--- src/rtl/writeback_regfile.sv ---
// rtl/writeback_regfile.sv - writeback stage and 16-entry register file, two async read ports
// Optional REGFILE_BYPASS_EN: forward the in-flight write data to the read ports.
module writeback_regfile #(
  parameter int DATA_W = 16,
  parameter int ADDR_W = 4
) (
  input  logic              clk,
  input  logic              rst,
  input  logic              wb_valid,
  output logic              wb_ready,
  input  logic [ADDR_W-1:0] wb_rd,
  input  logic              wb_wide,
  input  logic [DATA_W-1:0] wb_lo,
  input  logic [DATA_W-1:0] wb_hi,
  input  logic              wb_zero,
  input  logic [ADDR_W-1:0] rs1_addr,
  input  logic [ADDR_W-1:0] rs2_addr,
  output logic [DATA_W-1:0] rs1_data,
  output logic [DATA_W-1:0] rs2_data,
  output logic              zero_flag
);

  localparam int NREGS = 1 << ADDR_W;

  typedef enum logic {
    ST_IDLE = 1'b0,
    ST_HI   = 1'b1
  } state_t;

  state_t            state;
  logic [DATA_W-1:0] regs [NREGS];
  logic [DATA_W-1:0] hi_data;
  logic [ADDR_W-1:0] hi_addr;

  logic              accept;
  logic [ADDR_W-1:0] rd_plus1;
  logic              wr_en;
  logic [ADDR_W-1:0] wr_addr;
  logic [DATA_W-1:0] wr_data;

  assign wb_ready = (state == ST_IDLE);
  assign accept   = wb_valid & wb_ready;
  assign rd_plus1 = wb_rd + ADDR_W'(1);

  // Single write port: the pending high word owns it in HI, the accepted low word otherwise.
  always_comb begin
    wr_en   = 1'b0;
    wr_addr = wb_rd;
    wr_data = wb_lo;
    if (state == ST_HI) begin
      wr_en   = 1'b1;
      wr_addr = hi_addr;
      wr_data = hi_data;
    end else if (accept) begin
      wr_en   = 1'b1;
    end
  end

  always_ff @(posedge clk or posedge rst) begin
    if (rst) begin
      state     <= ST_IDLE;
      hi_data   <= '0;
      hi_addr   <= '0;
      zero_flag <= 1'b0;
    end else begin
      case (state)
        ST_IDLE: begin
          if (accept) begin
            if (wb_wide) begin
              hi_data   <= wb_hi;
              hi_addr   <= rd_plus1;
              zero_flag <= wb_zero & (wb_hi == '0);
              state     <= ST_HI;
            end else begin
              zero_flag <= wb_zero;
            end
          end
        end
        ST_HI: begin
          state <= ST_IDLE;
        end
        default: begin
          state <= ST_IDLE;
        end
      endcase
    end
  end

  always_ff @(posedge clk or posedge rst) begin
    if (rst) begin
      for (int i = 0; i < NREGS; i++) begin
        regs[i] <= '0;
      end
    end else if (wr_en) begin
      regs[wr_addr] <= wr_data;
    end
  end

`ifdef REGFILE_BYPASS_EN
  logic fwd_lo;
  logic fwd_hi_now;

  // Reset holds every read at the array value (zero), even with a result on the inputs.
  assign fwd_lo     = accept & ~rst;
  assign fwd_hi_now = accept & ~rst & wb_wide;

  always_comb begin
    rs1_data = regs[rs1_addr];
    if (state == ST_HI && rs1_addr == hi_addr) begin
      rs1_data = hi_data;
    end else if (fwd_lo && rs1_addr == wb_rd) begin
      rs1_data = wb_lo;
    end else if (fwd_hi_now && rs1_addr == rd_plus1) begin
      rs1_data = wb_hi;
    end
  end

  always_comb begin
    rs2_data = regs[rs2_addr];
    if (state == ST_HI && rs2_addr == hi_addr) begin
      rs2_data = hi_data;
    end else if (fwd_lo && rs2_addr == wb_rd) begin
      rs2_data = wb_lo;
    end else if (fwd_hi_now && rs2_addr == rd_plus1) begin
      rs2_data = wb_hi;
    end
  end
`else
  assign rs1_data = regs[rs1_addr];
  assign rs2_data = regs[rs2_addr];
`endif

endmodule

--- config.mk ---
export PLATFORM = sky130hd
export DESIGN_NAME = writeback_regfile
export DESIGN_NICKNAME = d
export VERILOG_FILES = /design/src/rtl/writeback_regfile.sv
export SDC_FILE = /design/constraint.sdc
export NUM_CORES = 1
export LEC_CHECK = 0
export CORE_UTILIZATION = 43
export CTS_BUF_LIST = sky130_fd_sc_hd__clkbuf_2 sky130_fd_sc_hd__clkbuf_4 sky130_fd_sc_hd__clkbuf_8
export CTS_CLUSTER_DIAMETER = 50
export DETAILED_ROUTE_END_ITERATION = 16
export DONT_BUFFER_PORTS = 1
export HOLD_SLACK_MARGIN = 0.12
export PLACE_DENSITY_LB_ADDON = 0.05
export REMOVE_ABC_BUFFERS = 1
export SETUP_SLACK_MARGIN = 0.1
export SLEW_MARGIN = 20
export SYNTH_ARGS = -nofsm -noshare
export SYNTH_HDL_FRONTEND = slang
export SYNTH_SLANG_ARGS = --single-unit
--- constraint.sdc ---
create_clock -name clk -period 23.6 [get_ports clk]
set_input_delay 4.72 -clock clk [delete_from_list [all_inputs] [get_ports clk]]
set_output_delay 4.72 -clock clk [all_outputs]
set_load 0.05 [all_outputs]
* Word-level counts from Yosys, hierarchy flattened
Index checks and enable logic that the tools add are counted.
** Storage, ports and cells
- Register bits after elaboration :: 278
- Input bits :: 49
- Output and inout bits :: 34
- Logic and storage cells :: 52
** Operators by class
- Add/subtract/negate cells :: 1
- Magnitude comparators :: 4
- Muxes and demuxes :: 17
- Bitwise logic cells :: 6
- Reduce and logical (&&, ||, !) cells :: 4
** Operators by type and width (count)
- $bwmux W256 :: 1
- $bmux W16 S4 :: 2
- $mux W16 :: 6
- $demux W16 S4 :: 1
- $logic_not A16 Y1 :: 1
- $ge A5 B5 Y1 const B :: 3
- $not A4 Y5 :: 3
- $lt A5 B1 Y1 const B :: 1
- $mux W1 :: 5
- $add A4 B1 Y4 const B :: 1
- $mux W4 :: 1
- $reduce_and A3 Y1 :: 1
- $and A1 B1 Y1 :: 2
- $pmux W1 S2 :: 1
- $reduce_and A2 Y1 :: 1
- $logic_and A1 B1 Y1 :: 1
- $not A1 Y1 :: 1

* Longest topological paths before layout
- Depth in word-level cells :: 7
- Mapped depth :: 6
- Mapped depth without buffers :: 3

* Least setup slack after synthesis
No wires, ideal clock.
- Path type :: in2out
- From :: input port rs1_addr[1]
- To :: output port rs1_data[10]
- Arrival time :: 6.351 ns
- Required time :: 18.880 ns
- Path slack :: 12.529 ns
- Stages on the path :: 6
- Path buffers :: 3
- Cell sequence :: buf_2 buf_2 clkbuf_1 mux4_2 a22oi_1 nand2_1
** Between the ends
- Cells in the longest elaborated chain, start to end :: 4
** RTL lines
- start, declared :: line 16 : input logic [ADDR_W-1:0] rs1_addr,
- $not A4 Y5 (implied by the code) :: line 129 : assign rs1_data = regs[rs1_addr];
- $bmux W16 S4 :: line 129
- $mux W16 (implied by the code) (2 in a row) :: line 129
- end, declared :: line 18 : output logic [DATA_W-1:0] rs1_data,
Every way passes these cells. The select of a mux whose other input is x is not followed.

* Final worst setup path
- From :: input port rs2_addr[0]
- To :: output port rs2_data[14]
** Between the ends
- Cells in the longest elaborated chain, start to end :: 4
** RTL lines
- start, declared :: line 17 : input logic [ADDR_W-1:0] rs2_addr,
- $not A4 Y5 (implied by the code) :: line 130 : assign rs2_data = regs[rs2_addr];
- $bmux W16 S4 :: line 130
- $mux W16 (implied by the code) (2 in a row) :: line 130
- end, declared :: line 19 : output logic [DATA_W-1:0] rs2_data,
Every way passes these cells. The select of a mux whose other input is x is not followed.

==> run metrics <==
status=finished, final reports clean; Die H=187.2 um; number of global-route vias before repair=9841; Cell Area, Placed=0.01504 mm2; total power after layout=between 1.5 and 2 mW; cell area after synthesis=0.01475 mm2; Highest Clock Rate=between 90 and 100 MHz; H-tree depth=2; RSZ-0062 raised after global routing=no; share of the synthesized area in the top cell type=0.4717; cts bufs inserted=50; share of layout cells above drive strength 1=0.5146; register area=between 0.006 and 0.007 mm2; cell taking the most area after synthesis=dfrtp_1; Core Footprint=0.03362 mm2; post-CTS sizing=0; critical-path maximum fanout=64; synthesized area per cell=between 15 and 20 um2; vias=between 8000 and 9000; DIE AREA=0.03505 mm2; grt met3 use=0.05629; largest net degree at the start of global routing=123; Rel. slew slack=0.1968; Final Setup Violations=0; CTS Sinks=between 200 and 300; DP Wirelength=23740 um; met1 Use GR=0.3458; DRC errors left=0; # hold bufs at CTS=0; maximum VDD drop=0.00005487 V; min Tclk post-route=around 11000 ps; first-pass GRT wire length=64650 um; Tot GR Track Use=0.2509; routability cong.=between 0.7 and 0.8; Seq pwr share=0.447; met2 Use GR=0.3998; flops & latches, synth=roughly 280; Final ANT Viol Nets=0; Leak Pwr=approximately 6.2 nW; # IOs=83; average wire per standard cell=30.14 um; setup TNS=0 ps; most area-consuming cells after synthesis=dfrtp_1 (47%), mux4_2 (20%), mux2_2 (18%); max_cap viols=0; Placement Rows=67; CP Data Required Time=18880 ps; Max Buffers Root-to-Sink=3; GR Overflow Total=0; DP Worst Slack=roughly 13000 ps; Worst EP arrival=between 6000 and 7000 ps; final wirelength=42430 um; endpoint class of the critical path=output port; Post-CTS Setup Bufs=0; worst hold path type=flop to flop; Inst Count DP=1322; Sw Ratio=0.3130; Vias/cell=about 6.3; Port Buf Inserts=0; sequential share of the synthesized area=0.4717; PD cells=113.4 mW/mm2; Most Crowded Layer GR=met2; power share of the clock group=0.257; total iterations of the first detailed-routing run=4; Switch Pwr=between 0.5 and 0.6 mW; Setup CP Type=primary input to output port; Post-Synthesis Cells=942; Final Cell Area=about 0.016 mm2; Hold Fails Final Rpt=0; Cell variety after synth=33; area of the multi-input gates=0.007351 mm2; Syn. warnings=0; Slew Limit Fails=0; combinational share of power=0.296; Die Wd=187.2 um; post-route setup slack=about 13000 ps; post-route insts no fill=1408; Clock Latency Late Sink=590 ps; 1st-iter DRT viols=466; Critical Path Start Type=primary input; clock-pin slew on the worst setup and hold paths=50 ps; initial antenna violation count=1; synthesis-to-layout area growth=8.975%; worst-margin pin slew=1205 ps; CTS tree=yes; Antenna Cells=0; nets@finish=between 900 and 1000; P_int=1.252 mW; Final period util=0.4583; number of fill cells=2905; final clock skew=24.55 ps; root buffer cell=clkbuf_8; Initial Util=0.4388
==> cells by family after synthesis <==
group                    Yosys count  synth area share
buffers and inverters             92           0.03130
XOR/XNOR                           2          0.001188
multiplexers                     417            0.4161
AO/OA/AOI/OAI                     85           0.05412
adder cells (fa/ha/maj)            1         0.0008482
AND/OR/NAND/NOR                   67           0.02477
flip-flops                       278            0.4717
==> per-layer routing <==
metal,share of wire,up-vias,routed length [um]
met2,0.47,240,20150
met5,0.00031,-,13
met4,0.022,2,945
li1,-,3655,-
met1,0.45,4841,18890
met3,0.057,70,2432
==> layout by cell type, fill, tap and decap left out <==
cell / synthesis / final
clkbuf_8: 0 / 61
clkinv_2: 0 / 7
nor2b_1: 5 / 1
nand3_1: 2 / 2
o22ai_1: 1 / 1
nand3_2: 1 / 1
clkbuf_4: 0 / 16
a41oi_1: 1 / 1
a22oi_1: 64 / 64
nand4b_2: 1 / 1
a22oi_2: 6 / 6
mux2_1: 54 / 54
xor2_1: 1 / 1
nor4_1: 4 / 4
inv_8: 0 / 1
or3_1: 1 / 1
or4b_1: 1 / 1
a22oi_4: 10 / 10
ha_1: 1 / 1
buf_4: 14 / 18
nor2_2: 0 / 2
buf_6: 3 / 1
and2_1: 2 / 2
or3b_1: 3 / 3
mux4_2: 128 / 128
nand3b_1: 6 / 6
inv_1: 5 / 4
mux2_2: 235 / 235
nor2b_2: 0 / 3
nand4bb_1: 2 / 2
nand2_1: 36 / 36
xnor2_1: 1 / 1
nor2b_4: 0 / 1
o21ai_0: 3 / 3
or3b_2: 1 / 1
bufinv_16: 0 / 1
dfrtp_1: 278 / 278
clkinvlp_4: 0 / 1
==> synthesized netlist by cell type <==
| cell | n |
|---|---|
| mux2_1 | 54 |
| xnor2_1 | 1 |
| nand2_1 | 36 |
| nand3b_1 | 6 |
| nand3_1 | 2 |
| nand4bb_1 | 2 |
| a41oi_1 | 1 |
| a22oi_1 | 64 |
| o22ai_1 | 1 |
| a22oi_4 | 10 |
| o21ai_0 | 3 |
| nor2_1 | 2 |
| buf_2 | 33 |
| and2_1 | 2 |
| or3b_2 | 1 |
| nand3_2 | 1 |
| nor2b_1 | 5 |
| or3b_1 | 3 |
| buf_6 | 3 |
| nor4_1 | 4 |
| mux4_2 | 128 |
| mux2_2 | 235 |
| ha_1 | 1 |
| clkbuf_1 | 34 |
| inv_1 | 5 |
| buf_1 | 3 |
| nand4b_2 | 1 |
| buf_4 | 14 |
| xor2_1 | 1 |
| or4b_1 | 1 |
| dfrtp_1 | 278 |
| a22oi_2 | 6 |
| or3_1 | 1 |
==> area by class of cell <==
type / count / share of cell area
Sequential cell: 278 / 0.4328
Clock inverter: 9 / 0.004515
Inverter: 5 / 0.001635
Clock buffer: 77 / 0.05971
Tap cell: 448 / 0.03487
Timing Repair Buffer: 19 / 0.009108
Multi-Input combinational cell: 572 / 0.4573
==> final timing paths <==
check | startpoint | endpoint | slack, ps | cells after the start
max reg2reg | state | regs[75] | 20420 | 5
min in group asynchronous | rst | regs[204] | 4160 | 1
min reg2reg | hi_data[0] | hi_data[0] | 500 | 1
max | rs2_addr[0] | rs2_data[14] | 12780 | 3
max in group asynchronous | rst | regs[171] | 17920 | 2
min | hi_data[0] | hi_data[0] | 500 | 1
==> stage by stage <==
step	util	hold WS (ps)
final	0.4781	501.6
after global routing	0.4781	508.0
after CTS	0.4780	502.3
after detailed placement	0.4473	487.5
after global placement	0.4473	480.4
after floorplan	-	469.7
==> power by group through the flow <==
stage	registers [mW]	clock network, mW	logic (mW)
2_1_floorplan	0.768	0	0.467
3_3_place_gp	0.788	0	0.526
3_5_place_dp	0.818	0	0.543
4_1_cts	0.811	0.483	0.544
5_1_grt	0.843	0.505	0.577
6_report	0.814	0.469	0.540
==> worst max-delay path, stage by stage <==
cell     delay (ps)
mux4_2          510
a22oi_1         390
nand2_1         420
==> registers in the layout (all words and copies together), names as in the netlist <==
register	flops
state	1
hi_data	16
regs	256
hi_addr	4
zero_flag	1
Power figures use the tool's default switching activity.
